<file path="src/rtl/fpalu_pkg.sv">
// Shared FPALU definitions: opcodes, floating-point field widths and the
// small types used by the arbiter and its tag pipeline.
package fpalu_pkg;

    // Opcodes presented to the FPALU.
    localparam logic [1:0] OP_NOP = 2'b00;
    localparam logic [1:0] OP_MUL = 2'b10;
    localparam logic [1:0] OP_ADD = 2'b11;

    // FP29i operand format.
    localparam int FP29_S = 1;
    localparam int FP29_E = 6;
    localparam int FP29_M = 22;
    localparam int FP29_W = FP29_S + FP29_E + FP29_M;

    // FP16 format.
    localparam int FP16_S = 1;
    localparam int FP16_E = 5;
    localparam int FP16_M = 10;
    localparam int FP16_W = FP16_S + FP16_E + FP16_M;

    typedef logic [FP29_W-1:0] fp29_t;

    // One entry of the in-flight tag pipeline.
    typedef struct packed {
        logic valid;
        logic id;       // requester that issued the operation
    } tag_t;

    // Arbiter grant mode.
    typedef enum logic [1:0] {
        ARB_RR    = 2'b00,
        ARB_LOCK0 = 2'b01,
        ARB_LOCK1 = 2'b10
    } arb_state_t;

endpackage

</file>
<file path="src/rtl/fpalu_arb_if.sv">
// Bus between the two requesters, the FPALU and the arbiter.
interface fpalu_arb_if;
    import fpalu_pkg::*;

    logic       req0_valid;
    logic       req1_valid;
    logic       req0_ready;
    logic       req1_ready;
    logic [1:0] req0_op;
    logic [1:0] req1_op;
    fp29_t      req0_a;
    fp29_t      req0_b;
    fp29_t      req1_a;
    fp29_t      req1_b;
    logic       req0_lock;
    logic       req1_lock;
    logic       flush;
    logic [1:0] alu_op;
    fp29_t      alu_a;
    fp29_t      alu_b;
    fp29_t      alu_y;
    logic       alu_clk_en;
    logic       rsp0_valid;
    logic       rsp1_valid;
    fp29_t      rsp_y;
    logic       busy;

    // Environment side: requesters plus the FPALU datapath.
    modport master (
        output req0_valid, req1_valid, req0_op, req1_op,
               req0_a, req0_b, req1_a, req1_b,
               req0_lock, req1_lock, flush, alu_y,
        input  req0_ready, req1_ready, alu_op, alu_a, alu_b,
               alu_clk_en, rsp0_valid, rsp1_valid, rsp_y, busy
    );

    // Arbiter side.
    modport slave (
        input  req0_valid, req1_valid, req0_op, req1_op,
               req0_a, req0_b, req1_a, req1_b,
               req0_lock, req1_lock, flush, alu_y,
        output req0_ready, req1_ready, alu_op, alu_a, alu_b,
               alu_clk_en, rsp0_valid, rsp1_valid, rsp_y, busy
    );

endinterface

</file>
<file path="src/rtl/fpalu_arb_rr.sv">
// Two-way round-robin arbiter with grant locking and forced release
// after LOCK_MAX consecutive locked grants.
module fpalu_arb_rr
    import fpalu_pkg::*;
#(
    parameter int LOCK_MAX = 64
) (
    input  logic clk_fast,
    input  logic rst_n,
    input  logic valid0,
    input  logic valid1,
    input  logic lock0,
    input  logic lock1,
    input  logic flush,
    output logic ready0,
    output logic ready1
);

    localparam int CNT_W = $clog2(LOCK_MAX + 1);

    arb_state_t       state, state_nxt;
    logic             ptr, ptr_nxt;      // last granted requester
    logic [CNT_W-1:0] cnt, cnt_nxt;      // consecutive locked grants
    logic             g0, g1, rdy0, rdy1, lk, cont;
    logic [CNT_W-1:0] cnt_inc;

    // Grant mode, last-grant pointer and lock counter registers.
    // NOTE: sequential state uses non-blocking assignments so every flop samples pre-edge values.
    always_ff @(posedge clk_fast or negedge rst_n) begin
        if (!rst_n) begin
            state <= ARB_RR;
            ptr   <= 1'b1;
            cnt   <= '0;
        end else begin
            state <= state_nxt;
            ptr   <= ptr_nxt;
            cnt   <= cnt_nxt;
        end
    end

    // Grant selection and next-state for lock tracking.
    // NOTE: every signal gets a default first so no path leaves one unassigned (no latches).
    always_comb begin
        state_nxt = state;
        ptr_nxt   = ptr;
        cnt_nxt   = cnt;
        g0        = 1'b0;
        g1        = 1'b0;
        lk        = 1'b0;
        cont      = 1'b0;
        cnt_inc   = '0;

        unique case (state)
            ARB_LOCK0: begin
                g0 = valid0;
                g1 = !valid0 && valid1;
            end
            ARB_LOCK1: begin
                g1 = valid1;
                g0 = !valid1 && valid0;
            end
            default: begin
                if (valid0 && valid1) begin
                    g0 = ptr;
                    g1 = !ptr;
                end else begin
                    g0 = valid0;
                    g1 = valid1;
                end
            end
        endcase

        rdy0 = g0 && !flush && rst_n;
        rdy1 = g1 && !flush && rst_n;

        if (flush) begin
            state_nxt = ARB_RR;
            ptr_nxt   = 1'b1;
            cnt_nxt   = '0;
        end else if (rdy0 || rdy1) begin
            ptr_nxt = rdy1;
            lk      = rdy0 ? lock0 : lock1;
            cont    = (state == ARB_LOCK0 && rdy0) || (state == ARB_LOCK1 && rdy1);
            if (lk) begin
                cnt_inc = cont ? cnt + CNT_W'(1) : CNT_W'(1);
                if (cnt_inc == CNT_W'(LOCK_MAX)) begin
                    // Forced release: one round-robin cycle favours the other side.
                    state_nxt = ARB_RR;
                    cnt_nxt   = '0;
                end else begin
                    state_nxt = rdy0 ? ARB_LOCK0 : ARB_LOCK1;
                    cnt_nxt   = cnt_inc;
                end
            end else begin
                state_nxt = ARB_RR;
                cnt_nxt   = '0;
            end
        end else begin
            // No handshake: any lock lapses.
            state_nxt = ARB_RR;
            cnt_nxt   = '0;
        end
    end

    assign ready0 = rdy0;
    assign ready1 = rdy1;

endmodule

</file>
<file path="src/rtl/fpalu_arb.sv">
// FPALU front end: arbitrates two requesters onto one pipelined FPALU,
// registers the issued operation and routes each result back by tag.
module fpalu_arb
    import fpalu_pkg::*;
#(
    parameter int ALU_LAT  = 4,
    parameter int LOCK_MAX = 64
) (
    input  logic        clk_fast,
    input  logic        rst_n,
    fpalu_arb_if.slave  bus
);

    logic ready0, ready1, hs0, hs1, any_tag;
    tag_t pipe [ALU_LAT+1];

    fpalu_arb_rr #(.LOCK_MAX(LOCK_MAX)) u_rr (
        .clk_fast (clk_fast),
        .rst_n    (rst_n),
        .valid0   (bus.req0_valid),
        .valid1   (bus.req1_valid),
        .lock0    (bus.req0_lock),
        .lock1    (bus.req1_lock),
        .flush    (bus.flush),
        .ready0   (ready0),
        .ready1   (ready1)
    );

    assign hs0 = bus.req0_valid && ready0;
    assign hs1 = bus.req1_valid && ready1;

    // Operand registers: load on handshake, otherwise issue a NOP and hold operands.
    always_ff @(posedge clk_fast or negedge rst_n) begin
        if (!rst_n) begin
            bus.alu_op <= OP_NOP;
            bus.alu_a  <= '0;
            bus.alu_b  <= '0;
        end else if (hs0) begin
            bus.alu_op <= bus.req0_op;
            bus.alu_a  <= bus.req0_a;
            bus.alu_b  <= bus.req0_b;
        end else if (hs1) begin
            bus.alu_op <= bus.req1_op;
            bus.alu_a  <= bus.req1_a;
            bus.alu_b  <= bus.req1_b;
        end else begin
            bus.alu_op <= OP_NOP;
        end
    end

    // Tag pipeline tracking which requester owns each in-flight result.
    // NOTE: this shift register is reset (unlike a data RAM) because stale valids would emit phantom responses.
    always_ff @(posedge clk_fast or negedge rst_n) begin
        if (!rst_n) begin
            for (int i = 0; i <= ALU_LAT; i++) pipe[i] <= '0;
        end else if (bus.flush) begin
            for (int i = 0; i <= ALU_LAT; i++) pipe[i] <= '0;
        end else begin
            pipe[0] <= '{valid: hs0 || hs1, id: hs1};
            for (int i = 1; i <= ALU_LAT; i++) pipe[i] <= pipe[i-1];
        end
    end

    // Any operation still travelling through the FPALU.
    always_comb begin
        any_tag = 1'b0;
        for (int i = 0; i <= ALU_LAT; i++) any_tag = any_tag | pipe[i].valid;
    end

    assign bus.req0_ready = ready0;
    assign bus.req1_ready = ready1;
    assign bus.rsp0_valid = pipe[ALU_LAT].valid && !pipe[ALU_LAT].id && !bus.flush;
    assign bus.rsp1_valid = pipe[ALU_LAT].valid &&  pipe[ALU_LAT].id && !bus.flush;
    assign bus.rsp_y      = bus.alu_y;
    assign bus.busy       = any_tag || (bus.alu_op != OP_NOP);
    assign bus.alu_clk_en = rst_n && (bus.req0_valid || bus.req1_valid || bus.busy);

endmodule

</file>
<file path="src/flat_wrapper.sv">
// flat-port wrapper written by rule: the top's interface ports become plain ports
module fpalu_arb_flat import fpalu_pkg::*;
#(
    parameter int ALU_LAT  = 4,
    parameter int LOCK_MAX = 64
)
  (clk_fast, rst_n, bus_req0_valid, bus_req1_valid, bus_req0_op, bus_req1_op, bus_req0_a, bus_req0_b, bus_req1_a, bus_req1_b, bus_req0_lock, bus_req1_lock, bus_flush, bus_alu_y, bus_req0_ready, bus_req1_ready, bus_alu_op, bus_alu_a, bus_alu_b, bus_alu_clk_en, bus_rsp0_valid, bus_rsp1_valid, bus_rsp_y, bus_busy);
  fpalu_arb_if bus_i ();
  input  logic clk_fast;
  input  logic rst_n;
  input wire logic [$bits(bus_i.req0_valid)-1:0] bus_req0_valid;
  input wire logic [$bits(bus_i.req1_valid)-1:0] bus_req1_valid;
  input wire logic [$bits(bus_i.req0_op)-1:0] bus_req0_op;
  input wire logic [$bits(bus_i.req1_op)-1:0] bus_req1_op;
  input wire logic [$bits(bus_i.req0_a)-1:0] bus_req0_a;
  input wire logic [$bits(bus_i.req0_b)-1:0] bus_req0_b;
  input wire logic [$bits(bus_i.req1_a)-1:0] bus_req1_a;
  input wire logic [$bits(bus_i.req1_b)-1:0] bus_req1_b;
  input wire logic [$bits(bus_i.req0_lock)-1:0] bus_req0_lock;
  input wire logic [$bits(bus_i.req1_lock)-1:0] bus_req1_lock;
  input wire logic [$bits(bus_i.flush)-1:0] bus_flush;
  input wire logic [$bits(bus_i.alu_y)-1:0] bus_alu_y;
  output wire logic [$bits(bus_i.req0_ready)-1:0] bus_req0_ready;
  output wire logic [$bits(bus_i.req1_ready)-1:0] bus_req1_ready;
  output wire logic [$bits(bus_i.alu_op)-1:0] bus_alu_op;
  output wire logic [$bits(bus_i.alu_a)-1:0] bus_alu_a;
  output wire logic [$bits(bus_i.alu_b)-1:0] bus_alu_b;
  output wire logic [$bits(bus_i.alu_clk_en)-1:0] bus_alu_clk_en;
  output wire logic [$bits(bus_i.rsp0_valid)-1:0] bus_rsp0_valid;
  output wire logic [$bits(bus_i.rsp1_valid)-1:0] bus_rsp1_valid;
  output wire logic [$bits(bus_i.rsp_y)-1:0] bus_rsp_y;
  output wire logic [$bits(bus_i.busy)-1:0] bus_busy;
  assign bus_i.req0_valid = bus_req0_valid;
  assign bus_i.req1_valid = bus_req1_valid;
  assign bus_i.req0_op = bus_req0_op;
  assign bus_i.req1_op = bus_req1_op;
  assign bus_i.req0_a = bus_req0_a;
  assign bus_i.req0_b = bus_req0_b;
  assign bus_i.req1_a = bus_req1_a;
  assign bus_i.req1_b = bus_req1_b;
  assign bus_i.req0_lock = bus_req0_lock;
  assign bus_i.req1_lock = bus_req1_lock;
  assign bus_i.flush = bus_flush;
  assign bus_i.alu_y = bus_alu_y;
  assign bus_req0_ready = bus_i.req0_ready;
  assign bus_req1_ready = bus_i.req1_ready;
  assign bus_alu_op = bus_i.alu_op;
  assign bus_alu_a = bus_i.alu_a;
  assign bus_alu_b = bus_i.alu_b;
  assign bus_alu_clk_en = bus_i.alu_clk_en;
  assign bus_rsp0_valid = bus_i.rsp0_valid;
  assign bus_rsp1_valid = bus_i.rsp1_valid;
  assign bus_rsp_y = bus_i.rsp_y;
  assign bus_busy = bus_i.busy;
  fpalu_arb #(.ALU_LAT(ALU_LAT), .LOCK_MAX(LOCK_MAX)) u_core (.clk_fast(clk_fast), .rst_n(rst_n), .bus(bus_i));
endmodule
</file>
<file path="config.mk">
export PLATFORM = sky130hd
export DESIGN_NAME = fpalu_arb_flat
export DESIGN_NICKNAME = d
export VERILOG_FILES = /design/src/rtl/fpalu_pkg.sv /design/src/rtl/fpalu_arb_if.sv /design/src/rtl/fpalu_arb_rr.sv /design/src/rtl/fpalu_arb.sv /design/src/flat_wrapper.sv
export SDC_FILE = /design/constraint.sdc
export NUM_CORES = 1
export LEC_CHECK = 0
export BUFFER_PORTS_ARGS = -buffer_cell sky130_fd_sc_hd__buf_2
export CAP_MARGIN = 20
export CORE_MARGIN = 3
export CORE_UTILIZATION = 44
export CTS_BUF_LIST = sky130_fd_sc_hd__clkbuf_4 sky130_fd_sc_hd__clkbuf_8
export DETAILED_ROUTE_END_ITERATION = 10
export PLACE_DENSITY_LB_ADDON = 0.08
export SYNTH_ARGS = -nofsm -noshare
export SYNTH_HDL_FRONTEND = slang
export SYNTH_SLANG_ARGS = --single-unit
</file>
<file path="constraint.sdc">
create_clock -name clk_fast -period 2.9 [get_ports clk_fast]
set_clock_uncertainty 0.15 [all_clocks]
set_input_delay 0.87 -clock clk_fast [delete_from_list [all_inputs] [get_ports clk_fast]]
set_output_delay 0.87 -clock clk_fast [all_outputs]
set_load 0.03 [all_outputs]
</file>
==> results.sh <==
export IMPL_cts_htree_levels=3
export IMPL_wl_um=10400
export IMPL_grt_first_pass_wirelength_um=16100
export IMPL_antenna_violations_before_repair=0
export IMPL_std_cell_rows=33
export IMPL_synth_most_common_cell="sky130_fd_sc_hd__dfrtp_1"
export IMPL_leakage_nw=2.32
export IMPL_finalHoldWorstSlack_ns=0.315
export IMPL_critPathRequiredTime_ns=1.88
export IMPL_timing_critical_path_buf_inv=3
export IMPL_power_density_mw_per_mm2=655
export IMPL_globalRoute_totalOverflow=0
export IMPL_synth_top_area_share=0.501
export IMPL_final_period_minus_worst_setup_slack_ns=2.81
export IMPL_ys_warn_count=0
export IMPL_worstHoldPathType="flop to flop"
export IMPL_detail_route_drc_violations=0
export IMPL_worst_skew_pair_late_latency_ns=0.34
export IMPL_synth_edff_count=0
export IMPL_cts_tree="built"
export IMPL_ant_nets=0
export IMPL_grt_max_degree=72
export IMPL_p_comb_frac=0.303
export IMPL_worstSetupPathType="flop to primary output"
export IMPL_netlist_top_cells_count="79 x sky130_fd_sc_hd__dfrtp_1, 60 x sky130_fd_sc_hd__nand2b_1, 45 x sky130_fd_sc_hd__o221a_2, 30 x sky130_fd_sc_hd__buf_4, 13 x sky130_fd_sc_hd__o221a_1"
export IMPL_critPathArrivalTime_ns=1.79
export IMPL_synthesis_nets=483
export IMPL_worst_ir_drop_vdd_uv=270
export IMPL_netlist_area_mm2=0.00395
export IMPL_number_of_violations_of_the_max_capacitance_limit=0
export IMPL_timing_critical_path_slowest_cell_delay_ns=0.38
export IMPL_gp_congestion=0.840
export IMPL_layout_nets=650
export IMPL_async_flop_share=1.00
export IMPL_yosys_cell_types_count=47
export IMPL_fp_dieArea_mm2=0.0101
export IMPL_groute_usage_overall=0.204
export IMPL_dp_final_hpwl_um=7630
export IMPL_area_growth_pct=27.8
export IMPL_crit_family="flip-flops"
export IMPL_io_buffers=192
export IMPL_multi_input_area_mm2=0.00159
export IMPL_cts_sinks=80
export IMPL_clk_transition_reported_paths_ns=0.09
export IMPL_fmax_mhz=356
export IMPL_worstPathMaxFanout=7
export IMPL_worst_slew_pin_transition_ns=0.902
export IMPL_cts_buffers=9
export IMPL_max_slew_margin=0.399
export IMPL_route_vias_total=3139
export IMPL_initial_core_util=0.467
export IMPL_yosysTopAreaCell="sky130_fd_sc_hd__dfrtp_1"
export IMPL_synth_seq_area_share=0.507
export IMPL_critical_path_cell_chain="inv_1, ha_4, and3b_2, a211o_4, inv_4, buf_4"
export IMPL_postLayoutCoreUtil=0.596
export IMPL_netlist_instances=323
export IMPL_timing_max_transition_violations_final=0
export IMPL_final_hold_viol_count=0
export IMPL_report_final_setup_viol=0
export IMPL_area_contributors_post_synth="sky130_fd_sc_hd__dfrtp_1 50%, sky130_fd_sc_hd__o221a_2 13%, sky130_fd_sc_hd__nand2b_1 9.5%"
export IMPL_placement_setup_worst_slack_ns=0.0747
export IMPL_power_share_clock=0.270
export IMPL_core_region_area_mm2=0.00846
export IMPL_cts_max_path_buffers=2
export IMPL_wl_per_cell_um=17.3
export IMPL_die_width_um=101
export IMPL_grt_pass1_vias=3207
export IMPL_outcome="completed"
export IMPL_die_h_um=101
export IMPL_postSynth_topFlopCell="sky130_fd_sc_hd__dfrtp_1"
export IMPL_syn_avg_cell_area_um2=12.2
export IMPL_internal_power_mw=2.18
export IMPL_drt_pre_antenna_iters=4
export IMPL_fill_cells=796
export IMPL_drive_gt1_frac=0.564
export IMPL_ff_latch_area_mm2=0.00200
export IMPL_slowest_stage="sky130_fd_sc_hd__dfrtp_1"
export IMPL_n_antenna_cell=0
export IMPL_layout_worst_path_cycle_share=0.968
export IMPL_cts_root_buf="sky130_fd_sc_hd__clkbuf_8"
export IMPL_power_switching_mw=1.13
export IMPL_vias_per_instance=5.23
export IMPL_initialDrtViolationCount=141
export IMPL_final_critical_path_setup_slack_ns=0.0935
export IMPL_seq_power_share=0.427
export IMPL_ys_ff_latch=80
export IMPL_end_kind="primary output"
export IMPL_netSwitchingFraction=0.341
export IMPL_num_io_pins=251
export IMPL_setup_worst_path_start_class="flop"
## flip-flops by register name, indices dropped and copies added (netlist names)
signal / count
u_core.bus.alu_a: 29
u_core.bus.alu_b: 29
u_core.pipe: 10
u_core.u_rr.cnt: 7
u_core.bus.alu_op: 2
u_core.u_rr.state: 2
u_core.u_rr.ptr: 1
## worst paths after layout
path,slack (ns),start,endpoint,cells past startpoint
max,0.09,u_core.u_rr.state[0],bus_req0_ready,6
min,0.31,u_core.pipe[4],u_core.pipe[2],1
max reg2reg,0.65,u_core.u_rr.state[0],u_core.bus.alu_b[25],8
min reg2reg,0.31,u_core.pipe[4],u_core.pipe[2],1
max in group asynchronous,1.14,rst_n,u_core.pipe[0],3
min in group asynchronous,0.33,rst_n,u_core.u_rr.cnt[5],2
## cells by family after synthesis
kind of cell / synth area share
AOI/OAI and AO/OA: 0.205
xor gates and xnor gates: 0.0111
adders and majority gates: 0.0127
buffers and inverters: 0.0922
DFF: 0.507
muxes: 0.00253
and+or+nand+nor: 0.170
## timing repair
action / CTS / global route
resized for setup: 1 / 1
hold buffers: 0 / 0
buffers inserted: 1 / 0
endpoints found under the setup margin: 1 / 2
## per-stage QoR
| stage | cell area, µm² | TNS (ns) | cells | power, mW |
|---|---|---|---|---|
| 6_report | 5050 | 0 | 600 | 3.31 |
| 5_1_grt | 5050 | -0.00951 | 600 | 3.46 |
| 2_1_floorplan | 3950 | 0 | 323 | 2.13 |
| 3_3_place_gp | 4810 | 0 | 583 | 2.43 |
| 4_1_cts | 5030 | 0 | 600 | 3.34 |
| 3_5_place_dp | 4810 | 0 | 583 | 2.44 |
## per-layer routing
layer | part of all wire | routed length, µm | up-vias | track usage
li1 | - | - | 1500 | -
met4 | 0.016 | 162 | 0 | 0.0767
met3 | 0.069 | 721 | 26 | 0.0554
met5 | 0 | 0 | - | 0
met2 | 0.49 | 5060 | 119 | 0.326
met1 | 0.43 | 4430 | 1494 | 0.264
## power by group through the flow
stage | Combinational (mW) | Clock (mW) | Sequential, mW
floorplan | 0.353 | 0 | 1.78
global placement | 1.00 | 0 | 1.43
detailed placement | 1.02 | 0 | 1.42
CTS | 1.01 | 0.914 | 1.41
global route | 1.06 | 0.967 | 1.43
finish | 1.00 | 0.894 | 1.41
## cell type report
cell class,instances,area share
clock buffer,10,0.0260
clock inverter,6,0.0166
inverter,3,0.00273
multi-input combinational,191,0.316
sequential,80,0.397
tap,105,0.0260
timing repair buffer,205,0.216
## cell usage in the layout (no fill, tap or decap), types with 3 or more instances in the layout
cell	instances
sky130_fd_sc_hd__buf_2	190
sky130_fd_sc_hd__dfrtp_1	79
sky130_fd_sc_hd__buf_4	13
sky130_fd_sc_hd__a31oi_1	3
sky130_fd_sc_hd__xnor2_1	3
sky130_fd_sc_hd__nor4_1	3
sky130_fd_sc_hd__ha_1	3
sky130_fd_sc_hd__nand3_1	4
sky130_fd_sc_hd__a22o_1	3
sky130_fd_sc_hd__o221a_1	13
sky130_fd_sc_hd__o221a_2	45
sky130_fd_sc_hd__nand2b_1	60
sky130_fd_sc_hd__nor2b_1	9
sky130_fd_sc_hd__clkinv_2	3
sky130_fd_sc_hd__nor3_1	7
sky130_fd_sc_hd__nor2_1	5
sky130_fd_sc_hd__clkbuf_8	9
sky130_fd_sc_hd__nor3b_1	3
No activity file was read; power rests on OpenSTA's default activity.
